## src/rtl/static_object_timer.sv

```systemverilog
`default_nettype none
// ============================================================================
//  Module      : static_object_timer
//  Description : Once per frame, compares the detected object's centroid
//                against a fixed anchor position. After STABLE_FRAMES
//                consecutive frames within TOL pixels of the anchor, emits a
//                one-cycle alert_pulse for the downstream sticky alert latch.
//                Optional macro STATIC_OBJ_MISS_TOLERANCE_EN lets up to
//                MISS_MAX consecutive missing-object frames pass without
//                losing track of the object.
//  Revision    : 1.0 - initial release
// ============================================================================
module static_object_timer #(
  parameter int X_W           = 11,
  parameter int Y_W           = 10,
  parameter int TOL           = 8,
  parameter int STABLE_FRAMES = 150,
  parameter int CNT_W         = 8,
  parameter int MISS_MAX      = 3
) (
  input  logic             clk,
  input  logic             resetn,
  input  logic             frame_done,
  input  logic             obj_valid,
  input  logic [X_W-1:0]   obj_x,
  input  logic [Y_W-1:0]   obj_y,
  output logic             alert_pulse,
  output logic [CNT_W-1:0] stable_count,
  output logic [1:0]       state
);

  typedef enum logic [1:0] {
    S_IDLE    = 2'd0,
    S_TRACK   = 2'd1,
    S_ALERTED = 2'd2,
    S_ILLEGAL = 2'd3
  } state_t;

  // Thresholds widened by one bit so they sit alongside the signed differences.
  localparam logic [X_W:0]   TOL_X      = TOL[X_W:0];
  localparam logic [Y_W:0]   TOL_Y      = TOL[Y_W:0];
  localparam logic [CNT_W:0] STABLE_TGT = STABLE_FRAMES[CNT_W:0];
  localparam logic [CNT_W-1:0] STABLE_SAT = STABLE_FRAMES[CNT_W-1:0];
  localparam logic [CNT_W-1:0] CNT_ONE    = {{(CNT_W-1){1'b0}}, 1'b1};

  state_t           state_q, state_d;
  logic [X_W-1:0]   anchor_x_q, anchor_x_d;
  logic [Y_W-1:0]   anchor_y_q, anchor_y_d;
  logic [CNT_W-1:0] stable_count_q, stable_count_d;
  logic             alert_pulse_q, alert_pulse_d;

  logic [X_W:0]     dx, dx_abs;
  logic [Y_W:0]     dy, dy_abs;
  logic             is_stable;
  logic [CNT_W:0]   count_inc;

`ifdef STATIC_OBJ_MISS_TOLERANCE_EN
  localparam int MISS_W = (MISS_MAX < 2) ? 1 : $clog2(MISS_MAX + 1);
  localparam logic [MISS_W-1:0] MISS_LIM = MISS_MAX[MISS_W-1:0];
  logic [MISS_W-1:0] miss_q, miss_d;
`endif

  // Distance test: one extra bit of width keeps 0 vs full-scale from wrapping.
  always_comb begin
    dx     = {1'b0, obj_x} - {1'b0, anchor_x_q};
    dy     = {1'b0, obj_y} - {1'b0, anchor_y_q};
    dx_abs = dx[X_W] ? ((X_W+1)'(0) - dx) : dx;
    dy_abs = dy[Y_W] ? ((Y_W+1)'(0) - dy) : dy;
    is_stable = (dx_abs <= TOL_X) && (dy_abs <= TOL_Y);
    count_inc = {1'b0, stable_count_q} + {{CNT_W{1'b0}}, 1'b1};
  end

  // Next-state logic: everything advances only on a frame_done strobe.
  always_comb begin
    state_d        = state_q;
    anchor_x_d     = anchor_x_q;
    anchor_y_d     = anchor_y_q;
    stable_count_d = stable_count_q;
    alert_pulse_d  = 1'b0;
`ifdef STATIC_OBJ_MISS_TOLERANCE_EN
    miss_d         = miss_q;
`endif

    if (state_q == S_ILLEGAL) begin
      state_d        = S_IDLE;
      stable_count_d = '0;
    end else if (frame_done) begin
      case (state_q)
        S_IDLE: begin
          if (obj_valid) begin
            anchor_x_d     = obj_x;
            anchor_y_d     = obj_y;
            stable_count_d = CNT_ONE;
            state_d        = S_TRACK;
          end
        end
        default: begin  // S_TRACK, S_ALERTED
          if (!obj_valid) begin
`ifdef STATIC_OBJ_MISS_TOLERANCE_EN
            // Brief occlusion is tolerated; only the miss after MISS_MAX drops track.
            if (miss_q == MISS_LIM) begin
              state_d        = S_IDLE;
              stable_count_d = '0;
              miss_d         = '0;
            end else begin
              miss_d = miss_q + MISS_W'(1);
            end
`else
            state_d        = S_IDLE;
            stable_count_d = '0;
`endif
          end else begin
`ifdef STATIC_OBJ_MISS_TOLERANCE_EN
            miss_d = '0;
`endif
            if (!is_stable) begin
              // Object moved: re-anchor and restart the stationary count.
              anchor_x_d     = obj_x;
              anchor_y_d     = obj_y;
              stable_count_d = CNT_ONE;
              state_d        = S_TRACK;
            end else if (state_q == S_TRACK) begin
              // Anchor stays fixed on stable frames so slow drift cannot hide.
              stable_count_d = count_inc[CNT_W-1:0];
              if (count_inc == STABLE_TGT) begin
                alert_pulse_d = 1'b1;
                state_d       = S_ALERTED;
              end
            end else begin
              stable_count_d = STABLE_SAT;
            end
          end
        end
      endcase
    end
  end

  // State register with synchronous active-low reset.
  always_ff @(posedge clk) begin
    if (!resetn) begin
      state_q        <= S_IDLE;
      anchor_x_q     <= '0;
      anchor_y_q     <= '0;
      stable_count_q <= '0;
      alert_pulse_q  <= 1'b0;
`ifdef STATIC_OBJ_MISS_TOLERANCE_EN
      miss_q         <= '0;
`endif
    end else begin
      state_q        <= state_d;
      anchor_x_q     <= anchor_x_d;
      anchor_y_q     <= anchor_y_d;
      stable_count_q <= stable_count_d;
      alert_pulse_q  <= alert_pulse_d;
`ifdef STATIC_OBJ_MISS_TOLERANCE_EN
      miss_q         <= miss_d;
`endif
    end
  end

  assign alert_pulse  = alert_pulse_q;
  assign stable_count = stable_count_q;
  assign state        = state_q;

endmodule
`default_nettype wire

```

## config.mk

```make
export PLATFORM = sky130hd
export DESIGN_NAME = static_object_timer
export DESIGN_NICKNAME = d
export VERILOG_FILES = /design/src/rtl/static_object_timer.sv
export SDC_FILE = /design/constraint.sdc
export NUM_CORES = 1
export LEC_CHECK = 0
export ABC_AREA = 1
export CAP_MARGIN = 40
export CORE_ASPECT_RATIO = 0.6
export CORE_MARGIN = 2
export CORE_UTILIZATION = 45
export DETAILED_ROUTE_END_ITERATION = 8
export HOLD_SLACK_MARGIN = 0.02
export PLACE_DENSITY = 0.75
export SLEW_MARGIN = 20
export SYNTH_ARGS = -nofsm -noshare
export SYNTH_HDL_FRONTEND = slang
export SYNTH_SLANG_ARGS = --single-unit
```

## constraint.sdc

```tcl
create_clock -name clk -period 2.87 [get_ports clk]
set_input_delay 0.574 -clock clk [delete_from_list [all_inputs] [get_ports clk]]
set_output_delay 0.574 -clock clk [all_outputs]
set_load 0.02 [all_outputs]
```

# After elaboration in Yosys (flattened, before gate mapping)
# Index checks and enable logic that the tools add are counted.
[op_classes] n_reduce_logical=7 eq_ne=7 n_lt_le_gt_ge=2 n_addsub=5 n_mux=22 bitwise=6 shift=0 mul=0 div_mod_pow=0
[op_table] operator="2-to-1 mux 11 bit" count=5
[op_table] operator="2-to-1 mux 10 bit" count=4
[op_table] operator="2-to-1 mux 8 bit" count=5
[op_table] operator="<= comparator 12 x 4 -> 1 bit, second input constant" count=1
[op_table] operator="2-to-1 mux 12 bit" count=1
[op_table] operator="2-to-1 mux 2 bit" count=6
[op_table] operator="subtractor 1 x 12 -> 12 bit, first input constant" count=1
[op_table] operator="subtractor 11 x 11 -> 12 bit" count=1
[op_table] operator="<= comparator 11 x 4 -> 1 bit, second input constant" count=1
[op_table] operator="subtractor 1 x 11 -> 11 bit, first input constant" count=1
[op_table] operator="subtractor 10 x 10 -> 11 bit" count=1
[op_table] operator="adder 8 x 1 -> 9 bit, second input constant" count=1
[op_table] operator="== test 9 x 8 -> 1 bit, second input constant" count=1
[op_table] operator="inequality test 4 x 2 -> 1 bit, second input constant" count=2
[op_table] operator="AND reduction 4 bit" count=2
[op_table] operator="OR reduction 7 bit" count=1
[op_table] operator="NOT 1 bit" count=6
[op_table] operator="== test 2 x 1 -> 1 bit, second input constant" count=1
[op_table] operator="== test 2 bit, second input constant" count=1
[op_table] operator="logical NOT 2 bit" count=1
[op_table] operator="inequality test 2 x 1 -> 1 bit, second input constant" count=1
[op_table] operator="inequality test 2 bit, second input constant" count=1
[op_table] operator="AND reduction 2 bit" count=1
[op_table] operator="OR reduction 2 bit" count=1
[op_table] operator="other kinds (2)" count=2
[totals] mem_bits_ro=0 output_inout_bits=11 word_cells=54 in_bits=25 register_bits=32 memories=0 latchBits=0 ramBits=0

# Depth between registers and ports, before layout
[depth] word_depth=8 ltp_mapped=25 ltp_nobuf=25

# Least setup slack after synthesis
# OpenSTA, ideal clock, no wires.
[synth_timing] kind="in2reg" start="input port obj_x[0]" end="register anchor_x_q[1]" required_time_ns=2.752 path_slack_ns=-0.067 cell_stages=21 n_path_buf=1 setup_ns=0.118 arrival_ns=2.819 cell_sequence="inv_1 -> ha_1 -> inv_2 -> fa_1 -> nand2_1 -> nand2_1 -> nand3_1 -> nand2_1 -> nand2_1 -> nand2_1 -> nor2_1 -> nand4_1 -> nand3_1 -> nand2_1 -> nor2_1 -> nand3_1 -> nor2_4 -> nand2_4 -> nand2_8 -> buf_4 -> a21oi_2"
[synth_between] elab_chain_cells=7
[synth_rtl] element="from (decl)" line="25" text="input logic [X_W-1:0] obj_x,"
[synth_rtl] element="subtractor 11 x 11 -> 12 bit (*)" line="65" text="dx = {1'b0, obj_x} - {1'b0, anchor_x_q};"
[synth_rtl] element="subtractor 1 x 12 -> 12 bit" line="67" text="dx_abs = dx[X_W] ? ((X_W+1)'(0) - dx) : dx;"
[synth_rtl] element="2-to-1 mux 12 bit (*)" line="67"
[synth_rtl] element="<= comparator 12 x 4 -> 1 bit (*)" line="69" text="is_stable = (dx_abs <= TOL_X) && (dy_abs <= TOL_Y);"
[synth_rtl] element="logical AND 1 bit (*)" line="69"
[synth_rtl] element="inequality test 2 x 1 -> 1 bit (no line) (*)"
[synth_rtl] element="AND reduction 4 bit (no line) (*)"
[synth_rtl] element="to (signal assigned)" line="151" text="anchor_x_q <= anchor_x_d;"
[synth_rtl] element="to (decl)" line="47" text="logic [X_W-1:0] anchor_x_q, anchor_x_d;"
# Mark *: on every way between the ends. The rest lies on a longest branch, timed or not.
# A chain may end at the register's enable or synchronous reset.

# Worst setup path in the final report
[layout_timing] start="input port obj_y[0]" end="register anchor_y_q[9]"
[layout_between] elab_chain_cells=7
[layout_rtl] element="from (decl)" line="26" text="input logic [Y_W-1:0] obj_y,"
[layout_rtl] element="subtractor 10 x 10 -> 11 bit (*)" line="66" text="dy = {1'b0, obj_y} - {1'b0, anchor_y_q};"
[layout_rtl] element="subtractor 1 x 11 -> 11 bit" line="68" text="dy_abs = dy[Y_W] ? ((Y_W+1)'(0) - dy) : dy;"
[layout_rtl] element="2-to-1 mux 11 bit (*)" line="68"
[layout_rtl] element="<= comparator 11 x 4 -> 1 bit (*)" line="69"
[layout_rtl] element="logical AND 1 bit (*)" line="69"
[layout_rtl] element="inequality test 2 x 1 -> 1 bit (no line) (*)"
[layout_rtl] element="AND reduction 4 bit (no line) (*)"
[layout_rtl] element="to (signal assigned)" line="152" text="anchor_y_q <= anchor_y_d;"
[layout_rtl] element="to (decl)" line="48" text="logic [Y_W-1:0] anchor_y_q, anchor_y_d;"
# Marked as above.

==> run metrics <==
antenna viol nets, final=0; die area=8690 um2; initial antenna violation count=0; top_reg_cell synth=dfxtp_1; cell with the most instances after synthesis=nand2_1; critical path arrival=3.42 ns; row count=25; clock sink total=32; synthesized area=3570 um2; CTS tree=yes; Yosys reg bits=32; Layout fillers=499; fin worst setup slack=-0.339 ns; routed len/inst=16.9 um; total grt overflow=0; type of origin of the critical path=input port; Mapped Cells=616; dominant cell type by area after synthesis=nand2_1; Cell variety after synth=33; global-route wire length before repair=20000 um; WL final=14500 um; number of flops mapped to enable cells by yosys=0; GRT Overall Usage=28.9%; failing checks=setup timing; Reg-to-Reg Start=anchor_y_q[0]; port buffer count=35; Hold Path End=anchor_x_q[10]; critical path capture point type=flop; Syn Area/Cell=5.80 um2; Placed Area=4580 um2; fin util=73.8%; min Tclk post-route=3.21 ns; R2R Setup Slk=-0.31 ns; post-synthesis sequential area ratio=17.9%; Max Cap Violations=0; most frequent cells after synthesis=202 x nand2_1, 103 x inv_1, 59 x nor2_1; Worst Reg-to-Reg Cells=22; status=finished with violations; Final Cell Area=5750 um2; largest net degree at the start of global routing=22; leakage power=2.74 nW; Worst-Skew Late Latency=0.29 ns; VDD IR-drop max=0.292 mV; pwr dens=450 nW/um2; Min-Delay Path Depth=2; Via density=5.65; critical path class=in -> reg; HP Class=reg -> reg; max-slew violations=0; num ports=36; die extent in x=119 um; register clock-pin slew on the reported worst setup and hold paths=0.06 ns; Initial Utilization=45.9%; worst min-delay path startpoint=anchor_x_q[10]; clock buffer count from CTS=5; syn nets=666; post-route DRC violation count=0; nets=801; vias=4857; # hold bufs at CTS=0; maximum clock rate=312 MHz; clk buf depth=2; Worst Max-Slew Pin Slew=0.720 ns; Yosys warning count=0; Worst Path Required=3.08 ns; ant diodes=0; Final setup viols=32; Synth top area share=21.2%; H-Tree Depth=2; slew margin rel.=51.7%; asr flop ratio synth=0%; GP Congestion=0.929; Non-Filler Instances=860; share of cells above drive strength 1=38.7%; root buffer cell=clkbuf_16; initial DRC count=635; placed cells=825; hold_ws=0.475 ns; Synth area leaders=nand2_1 21%, dfxtp_1 18%, inv_1 11%, ha_1 8.1%, nand3_1 7.7%; Die Y=73.0 um; Reg-to-Reg End=anchor_y_q[9]; vias in the first global route=4191; clk_skew=0.00359 ns; DP HPWL=8360 um; synthesis-to-finish area growth=60.9%; RSZ-0062 raised after global routing=yes; final worst-path cycle share=112%; core box area=7790 um2; final hold vios=0; Crit Path Max Fanout=6; Pwr Total=2.59 mW; TritonRoute pass-1 iters=6
worst max-delay path by stage:
stage,from,end,cells after the start
floorplan,obj_x[0],anchor_x_q[10],24
global route,obj_x[6],state[1],23
global placement,obj_y[0],stable_count[2],24
CTS,obj_x[0],stable_count[2],25
finish,obj_y[0],anchor_y_q[9],24
detailed placement,obj_y[0],stable_count[2],24
final cells by class:
class | count | area (um2) | share of cell area, %
well taps | 108 | 135 | 2.35
multi-input cells | 467 | 3200 | 55.7
clock buffers | 7 | 153 | 2.66
flip-flops and latches | 32 | 642 | 11.2
repair buffers | 135 | 1160 | 20.2
inverters | 110 | 425 | 7.40
clock inverters | 1 | 30.0 | 0.522
per-stage QoR:
step / setup WS [ns] / setup TNS (ns)
after floorplan: 0.0196 / 0
after global placement: -0.850 / -26.10
after detailed placement: -0.940 / -27.44
after CTS: -0.162 / -3.09
after global routing: -0.486 / -13.53
final: -0.339 / -8.69
routing by layer:
layer | wire length [um] | GRT usage [%] | vias to the layer above | part of all wire, %
met3 | 1650 | 6.25 | 93 | 11
met2 | 6430 | 47.3 | 362 | 44
met1 | 5720 | 38.5 | 2198 | 39
li1 | - | - | 2204 | -
met5 | 0 | 0 | - | 0
met4 | 714 | 9.26 | 0 | 4.9
power breakdown:
| group | total [mW] | leakage (nW) | internal (mW) | switching (mW) |
|---|---|---|---|---|
| sequential | 0.482 | 0.263 | 0.469 | 0.0125 |
| clock | 0.676 | 0.0901 | 0.457 | 0.219 |
| combinational | 1.43 | 2.39 | 0.597 | 0.833 |
critical path, stage by stage:
cell and delay [ns]:
buf_6 0.10, inv_4 0.05, ha_4 0.14, inv_4 0.05
fa_2 0.41, nand2_2 0.13, nand3_4 0.11, nor2_4 0.16
buf_6 0.13, nand2_1 0.06, nand2_1 0.08, nand2_1 0.06
nand2_1 0.06, nor2_1 0.06, nor2_1 0.12, nand2_2 0.08
nor2_2 0.15, nand3_2 0.10, nor2_4 0.16, nand2_4 0.12
nand2_8 0.15, buf_6 0.15, o21ai_4 0.06, a21oi_2 0.16
kinds of logic after synthesis:
family	after synthesis	share of synthesized area, %
XOR/XNOR	10	2.45
AND/OR/NAND/NOR	360	44.3
AO/OA/AOI/OAI	71	12.3
adder cells (fa/ha/maj)	25	9.18
flip-flops	32	17.9
buffers and inverters	118	13.8
registers in the layout (all words and copies together) (netlist names):
signal / flops
anchor_x_q: 11
anchor_y_q: 10
stable_count: 8
state: 2
alert_pulse: 1
cells in the final DEF (no fill, tap or decap), types with 7 or more instances in the layout:
cell,Yosys,routed
buf_4,1,83
nand2_4,1,9
inv_2,7,12
nor2_4,1,10
nor2_1,59,43
buf_6,4,13
inv_1,103,93
nand2_2,9,37
nor2_2,8,15
nand2_1,202,167
nand3_2,7,14
xor2_1,9,8
clkdlybuf4s50_1,0,14
nand4_1,8,8
nand3_1,55,43
o21ai_4,0,10
dlygate4sd2_1,0,13
ha_4,0,19
a21oi_1,16,11
o21ai_1,24,11
o21ai_2,0,7
a21oi_2,20,22
dfxtp_1,32,31
what timing repair did:
item,in CTS,in global routing
setup endpoints to repair,32,32
cloned,3,0
resized for setup,121,101
setup buffers,16,9
pin swaps,44,58
(Power assumes the default switching activity.)
